File: src/rtl/fn_sw_arbiter_if.sv
// rtl/fn_sw_arbiter_if.sv - requester/consumer handshake bundle for fn_sw_arbiter
// master = requesters plus result consumer, slave = arbiter.
interface fn_sw_arbiter_if #(
  parameter int WIDTH = 8,
  parameter int N_REQ = 4
);
  localparam int IDW = $clog2(N_REQ);

  logic [N_REQ-1:0]       req_valid;
  logic [N_REQ-1:0]       req_ready;
  logic [N_REQ-1:0]       req_sel;
  logic [N_REQ*WIDTH-1:0] req_a;
  logic [N_REQ*WIDTH-1:0] req_b;
  logic                   res_valid;
  logic                   res_ready;
  logic [WIDTH-1:0]       res_data;
  logic [IDW-1:0]         res_id;
  logic                   res_op;

  modport master (
    output req_valid, req_sel, req_a, req_b, res_ready,
    input  req_ready, res_valid, res_data, res_id, res_op
  );

  modport slave (
    input  req_valid, req_sel, req_a, req_b, res_ready,
    output req_ready, res_valid, res_data, res_id, res_op
  );
endinterface

File: src/rtl/fn_sw_arbiter.sv
// rtl/fn_sw_arbiter.sv - round-robin arbiter sharing one AND/XOR unit with a single-entry result register
// Optional FN_SW_PRIO_EN: requester 0 wins whenever valid; the others rotate via ptr.
module fn_sw_arbiter #(
  parameter int WIDTH = 8,
  parameter int N_REQ = 4
) (
  input logic            clk,
  input logic            rst_n,
  fn_sw_arbiter_if.slave bus
);
  localparam int IDW = $clog2(N_REQ);
  localparam int SW  = IDW + 1;

  typedef enum logic {EMPTY = 1'b0, FULL = 1'b1} state_e;

  state_e           state_q;
  logic [IDW-1:0]   ptr_q, ptr_d;
  logic [WIDTH-1:0] res_data_q, res_data_d;
  logic [IDW-1:0]   res_id_q;
  logic             res_op_q;

  logic             can_load;
  logic             gnt_found;
  logic             xfer;
  logic [IDW-1:0]   gnt_idx;
  logic [SW-1:0]    scan_idx;
  logic [N_REQ-1:0] gnt_onehot;
  logic [WIDTH-1:0] a_sel, b_sel;
  logic             op_sel;

  assign can_load = (state_q == EMPTY) || bus.res_ready;
  assign xfer     = gnt_found && can_load;

  // Scan from ptr upward; scan_idx is one bit wider so the wrap is a single subtract.
  always_comb begin
    gnt_found = 1'b0;
    gnt_idx   = '0;
    scan_idx  = '0;
`ifdef FN_SW_PRIO_EN
    if (bus.req_valid[0]) begin
      gnt_found = 1'b1;
    end
`endif
    for (int k = 0; k < N_REQ; k++) begin
      scan_idx = {1'b0, ptr_q} + SW'(k);
      if (scan_idx >= SW'(N_REQ)) begin
        scan_idx = scan_idx - SW'(N_REQ);
      end
      if (!gnt_found && bus.req_valid[scan_idx[IDW-1:0]]) begin
        gnt_found = 1'b1;
        gnt_idx   = scan_idx[IDW-1:0];
      end
    end
  end

  always_comb begin
    gnt_onehot = '0;
    a_sel      = '0;
    b_sel      = '0;
    op_sel     = 1'b0;
    for (int i = 0; i < N_REQ; i++) begin
      if (gnt_idx == IDW'(i)) begin
        gnt_onehot[i] = xfer && rst_n;
        a_sel         = bus.req_a[i*WIDTH +: WIDTH];
        b_sel         = bus.req_b[i*WIDTH +: WIDTH];
        op_sel        = bus.req_sel[i];
      end
    end
  end

  assign res_data_d = op_sel ? (a_sel & b_sel) : (a_sel ^ b_sel);

  always_comb begin
    ptr_d = ptr_q;
    if (xfer) begin
      ptr_d = (gnt_idx == IDW'(N_REQ - 1)) ? '0 : gnt_idx + IDW'(1);
`ifdef FN_SW_PRIO_EN
      if (gnt_idx == '0) begin
        ptr_d = ptr_q;
      end
`endif
    end
  end

  always_ff @(posedge clk or negedge rst_n) begin
    if (!rst_n) begin
      state_q    <= EMPTY;
      ptr_q      <= '0;
      res_data_q <= '0;
      res_id_q   <= '0;
      res_op_q   <= 1'b0;
    end else begin
      case (state_q)
        EMPTY: if (xfer) state_q <= FULL;
        FULL:  if (!xfer && bus.res_ready) state_q <= EMPTY;
        default: state_q <= EMPTY;
      endcase
      ptr_q <= ptr_d;
      if (xfer) begin
        res_data_q <= res_data_d;
        res_id_q   <= gnt_idx;
        res_op_q   <= op_sel;
      end
    end
  end

  assign bus.req_ready = gnt_onehot;
  assign bus.res_valid = (state_q == FULL);
  assign bus.res_data  = res_data_q;
  assign bus.res_id    = res_id_q;
  assign bus.res_op    = res_op_q;
endmodule

File: src/flat_wrapper.sv
// flat-port wrapper written by rule: the top's interface ports become plain ports
module fn_sw_arbiter_flat 
#(
  parameter int WIDTH = 8,
  parameter int N_REQ = 4
)
  (clk, rst_n, bus_req_valid, bus_req_sel, bus_req_a, bus_req_b, bus_res_ready, bus_req_ready, bus_res_valid, bus_res_data, bus_res_id, bus_res_op);
  fn_sw_arbiter_if #(.WIDTH(WIDTH), .N_REQ(N_REQ)) bus_i ();
  input logic clk;
  input logic rst_n;
  input wire logic [$bits(bus_i.req_valid)-1:0] bus_req_valid;
  input wire logic [$bits(bus_i.req_sel)-1:0] bus_req_sel;
  input wire logic [$bits(bus_i.req_a)-1:0] bus_req_a;
  input wire logic [$bits(bus_i.req_b)-1:0] bus_req_b;
  input wire logic [$bits(bus_i.res_ready)-1:0] bus_res_ready;
  output wire logic [$bits(bus_i.req_ready)-1:0] bus_req_ready;
  output wire logic [$bits(bus_i.res_valid)-1:0] bus_res_valid;
  output wire logic [$bits(bus_i.res_data)-1:0] bus_res_data;
  output wire logic [$bits(bus_i.res_id)-1:0] bus_res_id;
  output wire logic [$bits(bus_i.res_op)-1:0] bus_res_op;
  assign bus_i.req_valid = bus_req_valid;
  assign bus_i.req_sel = bus_req_sel;
  assign bus_i.req_a = bus_req_a;
  assign bus_i.req_b = bus_req_b;
  assign bus_i.res_ready = bus_res_ready;
  assign bus_req_ready = bus_i.req_ready;
  assign bus_res_valid = bus_i.res_valid;
  assign bus_res_data = bus_i.res_data;
  assign bus_res_id = bus_i.res_id;
  assign bus_res_op = bus_i.res_op;
  fn_sw_arbiter #(.WIDTH(WIDTH), .N_REQ(N_REQ)) u_core (.clk(clk), .rst_n(rst_n), .bus(bus_i));
endmodule
File: config.mk
export PLATFORM = sky130hd
export DESIGN_NAME = fn_sw_arbiter_flat
export DESIGN_NICKNAME = d
export VERILOG_FILES = /design/src/rtl/fn_sw_arbiter_if.sv /design/src/rtl/fn_sw_arbiter.sv /design/src/flat_wrapper.sv
export SDC_FILE = /design/constraint.sdc
export NUM_CORES = 1
export LEC_CHECK = 0
export BUFFER_PORTS_ARGS = -buffer_cell sky130_fd_sc_hd__buf_4
export CAP_MARGIN = 5
export CORE_ASPECT_RATIO = 1.5
export CORE_MARGIN = 3
export CORE_UTILIZATION = 43
export DETAILED_ROUTE_END_ITERATION = 7
export PLACE_DENSITY = 0.81
export SYNTH_ARGS = -nofsm -noshare
export SYNTH_HDL_FRONTEND = slang
export SYNTH_SLANG_ARGS = --single-unit
export TNS_END_PERCENT = 30
File: constraint.sdc
create_clock -name clk -period 3.1 [get_ports clk]
set_input_delay 0.31 -clock clk [delete_from_list [all_inputs] [get_ports clk]]
set_output_delay 0.31 -clock clk [all_outputs]
set_load 0.01 [all_outputs]
Yosys cells after proc, flatten, opt, wreduce, memory -nomap -nowiden
Index checks and enable logic that the tools add are counted.

storage, ports and cells
  register bits after elaboration = 14
  input bits = 75
  output and inout port bits = 16
  logic and storage cells = 80

operators by class
  $add $sub $neg = 8
  magnitude comparators = 8
  equal/unequal tests = 3
  multiplexer cells = 41
  bitwise operators = 3
  reductions and logical operators = 12

operators with widths
  kind                   count
  $mux W8                9
  $mux W1                18
  $mux W2                9
  $lt A2 B3 Y1 const B   4
  $ge A3 B3 Y1 const B   3
  $and A8 B8 Y8          1
  $bmux W1 S2            4
  $sub A2 B1 Y2 const B  4
  $xor A8 B8 Y8          1
  $add A2 B2 Y3 const B  2
  $logic_and A1 B1 Y1    6
  $eq A2 B2 Y1 const B   2
  $logic_not A1 Y1       4
  $add A2 B1 Y3 const B  1
  $ge A2 B3 Y1 const B   1
  $add A2 B1 Y2 const B  1
  $eq A2 B1 Y1 const B   1
  $logic_not A2 Y1       1
  $pmux W1 S2            1
  $logic_or A1 B1 Y1     1
  $not A1 Y1             1

Longest topological paths before layout
  depth after elaboration = 21
  gate-level depth with buffers = 13
  depth with buffers taken out = 11

Least setup slack after synthesis
No wires, ideal clock.

  kind = register to register
  start = register u_core.ptr_q[0]
  end = register u_core.res_data_q[0] (netlist: u_core.bus.res_data[0])
  library setup time = 123 ps
  arrival = 2,469 ps
  path slack = 509 ps
  cell stages (with the launch flop) = 14
  buffers on the path = 2
  path through = dfrtp_1 nand2b_1 a21oi_1 a221oi_1 nand2_1 ha_1 nor2b_1 clkbuf_1 buf_2 a221oi_1 o31ai_1 ha_1 mux2i_1 a21oi_1

on the way
  word-level cells in the longest chain between the ends = 21

RTL lines
  what                                                    RTL line              RTL
  start: declaration                                      fn_sw_arbiter.sv:17   logic [IDW-1:0] ptr_q, ptr_d;
  start signal: assignment                                fn_sw_arbiter.sv:98   ptr_q <= ptr_d;
  branches (longest 21 deep; another with $add A2 B1 Y3)  n/a
  end signal: assignment                                  fn_sw_arbiter.sv:100  res_data_q <= res_data_d;
  end: declaration                                        fn_sw_arbiter.sv:18   logic [WIDTH-1:0] res_data_q, res_data_d;

Several ways; the timed one is not identified. The select of a mux whose other input is x is not followed.
A chain may end at the register's enable or synchronous reset.

Worst setup path after layout
Same ends and word-level chain as after synthesis.

==> results.toml <==
[floorplan]
num_rows = 24
dieArea_um2 = 4030
io-pin-count = 91
core_area_um2 = 3030
chipWidth_um = 52.8
initial_utilization_pct = 46.6
die_h_um = 76.2

[route]
drt-initial-drc-count = 57
firstDrtPassIters = 4
wl_per_cell_um = 15.0
totalWireLength_um = 4400
viasPerCell = 5.53
vias = 1620
drc = 0
final_antenna_net_count = 0

[timing]
setup_viol = 0
min_period_ns = 2.69
slew_headroom_pct = 76.8
period_share_pct = 86.8
rsz0062_at_grt = "no"
worst_slew_pin_slew_ns = 0.348
tns_ns = 0
holdWs_ns = 0.385
slew_viol_final = 0
fin_ws_ns = 0.408
clock_skew_ns = 0.00339
max_freq_mhz = 371
hold_viol = 0

[clocking]
cts.path.max_buffers = 2
clock-sinks = 14
cts_tree = "done"
cts_buffers = 3
clk_latency_ns = 0.25
cts_root_buf = "clkbuf_8"
cts_max_level = 1
cts_setup_buffers = 0
clk_pin_slew_ns = 0.06

[power]
swShare_pct = 41.7
seq_power_share_pct = 18.9
comb_power_share_pct = 70.7
power_mw = 1.73
clkPwrFrac_pct = 10.4
power_leakage_nw = 1.08
ir_worst_vdd_v = 0.000614
p_sw_mw = 0.722
power_density_nw_per_um2 = 792
p_int_mw = 1.01

[critical_path]
required_ns = 3.22
r2r_slack_ns = 0.41
regToRegStartpoint = "u_core.ptr_q[0]"
endpoint = "u_core.bus.res_data[0]"
arrival_ns = 2.81
worstRegToRegCells = 12
start_kind = "flop"
startpoint = "u_core.ptr_q[0]"
worst_setup_path_end_kind = "flop"
r2r_end = "u_core.bus.res_data[0]"
worstSetupPathType = "flop to flop"
crit_fanout = 16

[synthesis]
synth.distinct_cells = 25
yosysSeqAreaShare_pct = 24.8
syn_avg_cell_area_um2 = 8.47
synth_cells = 167
synth_area_um2 = 1410
synthTopCellsByArea = "dfrtp_1 (25%), ha_1 (11%), a221oi_1 (11%)"
ys_seq_elements = 14
yosys_warnings = 0
synth_area_leader_cell = "dfrtp_1"
synth_top_area_share_pct = 24.8
synth_nets = 254

[global_route]
first_global_vias = 1529
antenna_found_initial = 0
grt.overflow.total = 0
grt_pass1_wl_um = 6850
grt_usage_pct = 21.6
grt_max_degree = 27

[finish]
fin_area_um2 = 2190
final_nets = 342
diodes = 0
layout-drive-gt1-share_pct = 43.3
n_fill_cell = 261
area_delta_synth_final_pct = 54.8

[place]
place.gp.congestion = 0.761
dp_slack_ns = 0.264
port_buffers = 90
placed_area_um2 = 2120
dp_hpwl_um = 3510

[hold_path]
hold_path.class = "input port to flop"

[outcome]
status = "complete, no violations"

[flow_run]
max-cap-violations = 0
-- layer usage --
layer	GRT usage (%)	share of wire (%)
met1	26.2	37
met2	37.3	50
met3	3.72	11
met4	6.91	1.7
met5	0	0
-- sequential cells by signal (all words and copies together), names as in the netlist --
name	cells
u_core.bus.res_data	8
u_core.bus.res_id	2
u_core.bus.res_op	1
u_core.bus.res_valid	1
u_core.ptr_q	2
-- cells in the final DEF, fill, tap and decap left out, drive strengths merged --
| cell | Yosys | final |
|---|---|---|
| a211oi | 2 | 2 |
| a21oi | 12 | 12 |
| a221oi | 17 | 17 |
| and2 | 2 | 2 |
| and3 | 4 | 4 |
| buf | 7 | 98 |
| clkbuf | 9 | 4 |
| dfrtp | 14 | 14 |
| dlygate4sd3 | 0 | 1 |
| ha | 12 | 12 |
| inv | 4 | 4 |
| mux2 | 4 | 4 |
| mux2i | 8 | 8 |
| nand2 | 17 | 17 |
| nand2b | 4 | 4 |
| nand3b | 1 | 1 |
| nor2 | 11 | 11 |
| nor2b | 18 | 18 |
| nor3 | 1 | 1 |
| nor3b | 2 | 2 |
| o22ai | 1 | 1 |
| o31ai | 16 | 16 |
| or4 | 1 | 1 |
-- layout make-up --
type	count	area, µm²	area share (%)
multi-input cells	133	973	44.5
clock buffers	4	55.1	2.52
flip-flops and latches	14	350	16.0
inverters	4	15.0	0.686
well taps	39	48.8	2.23
repair buffers	99	746	34.1
-- synthesized netlist by cell type --
cell	number
a211oi_1	2
a21oi_1	12
a221oi_1	17
and2_1	1
and2_4	1
and3_1	4
buf_1	1
buf_2	3
buf_6	3
clkbuf_1	9
dfrtp_1	14
ha_1	12
inv_1	4
mux2_4	4
mux2i_1	8
nand2_1	17
nand2b_1	4
nand3b_1	1
nor2_1	11
nor2b_1	18
nor3_1	1
nor3b_1	2
o22ai_1	1
o31ai_1	16
or4_4	1
-- metrics by stage --
step                      cells  utilization, %
after floorplan             167               -
after global placement      288            69.8
after detailed placement    288            69.8
after CTS                   293            71.9
after global routing        293            72.2
final                       293            72.2
-- worst max-delay path, cell delays in order, from the launching register on --
cell	delay (ns)
dfrtp_1	0.42
nand2b_1	0.15
a21oi_1	0.08
a221oi_2	0.30
nand2_1	0.14
ha_1	0.25
nor2b_1	0.13
buf_4	0.18
a221oi_1	0.31
o31ai_1	0.11
ha_1	0.27
mux2i_1	0.13
a21oi_1	0.09
-- worst min-delay path by stage --
stage / from / endpoint / slack (ns) / cells past startpoint
floorplan: rst_n / u_core.bus.res_data[0] / 0.01 / 0
global placement: rst_n / u_core.bus.res_op / 0.18 / 1
detailed placement: rst_n / u_core.bus.res_valid / 0.18 / 1
CTS: bus_res_ready / u_core.bus.res_valid / 0.40 / 3
global route: bus_res_ready / u_core.bus.res_valid / 0.40 / 3
finish: bus_res_ready / u_core.bus.res_valid / 0.38 / 3
-- logic make-up after synthesis --
family / synth area share [%]
AND/OR/NAND/NOR: 22.7
AO/OA/AOI/OAI: 24.8
buffers and inverters: 7.17
flip-flops: 24.8
multiplexers: 9.91
adder cells (fa/ha/maj): 10.6
-- timing repair --
action	in CTS	in global routing
resized for setup	0	1
setup endpoints to repair	0	2
hold buffers	1	0
endpoints found under the hold margin	14	0
-- power groups by stage --
stage	Sequential, mW	Clock (mW)	Combinational, mW
after floorplan	0.355	0	0.782
after global placement	0.327	0	1.21
after detailed placement	0.328	0	1.22
after CTS	0.326	0.182	1.24
after global routing	0.340	0.189	1.38
final	0.328	0.180	1.22
Note: power is estimated with default switching activity, not from simulation.
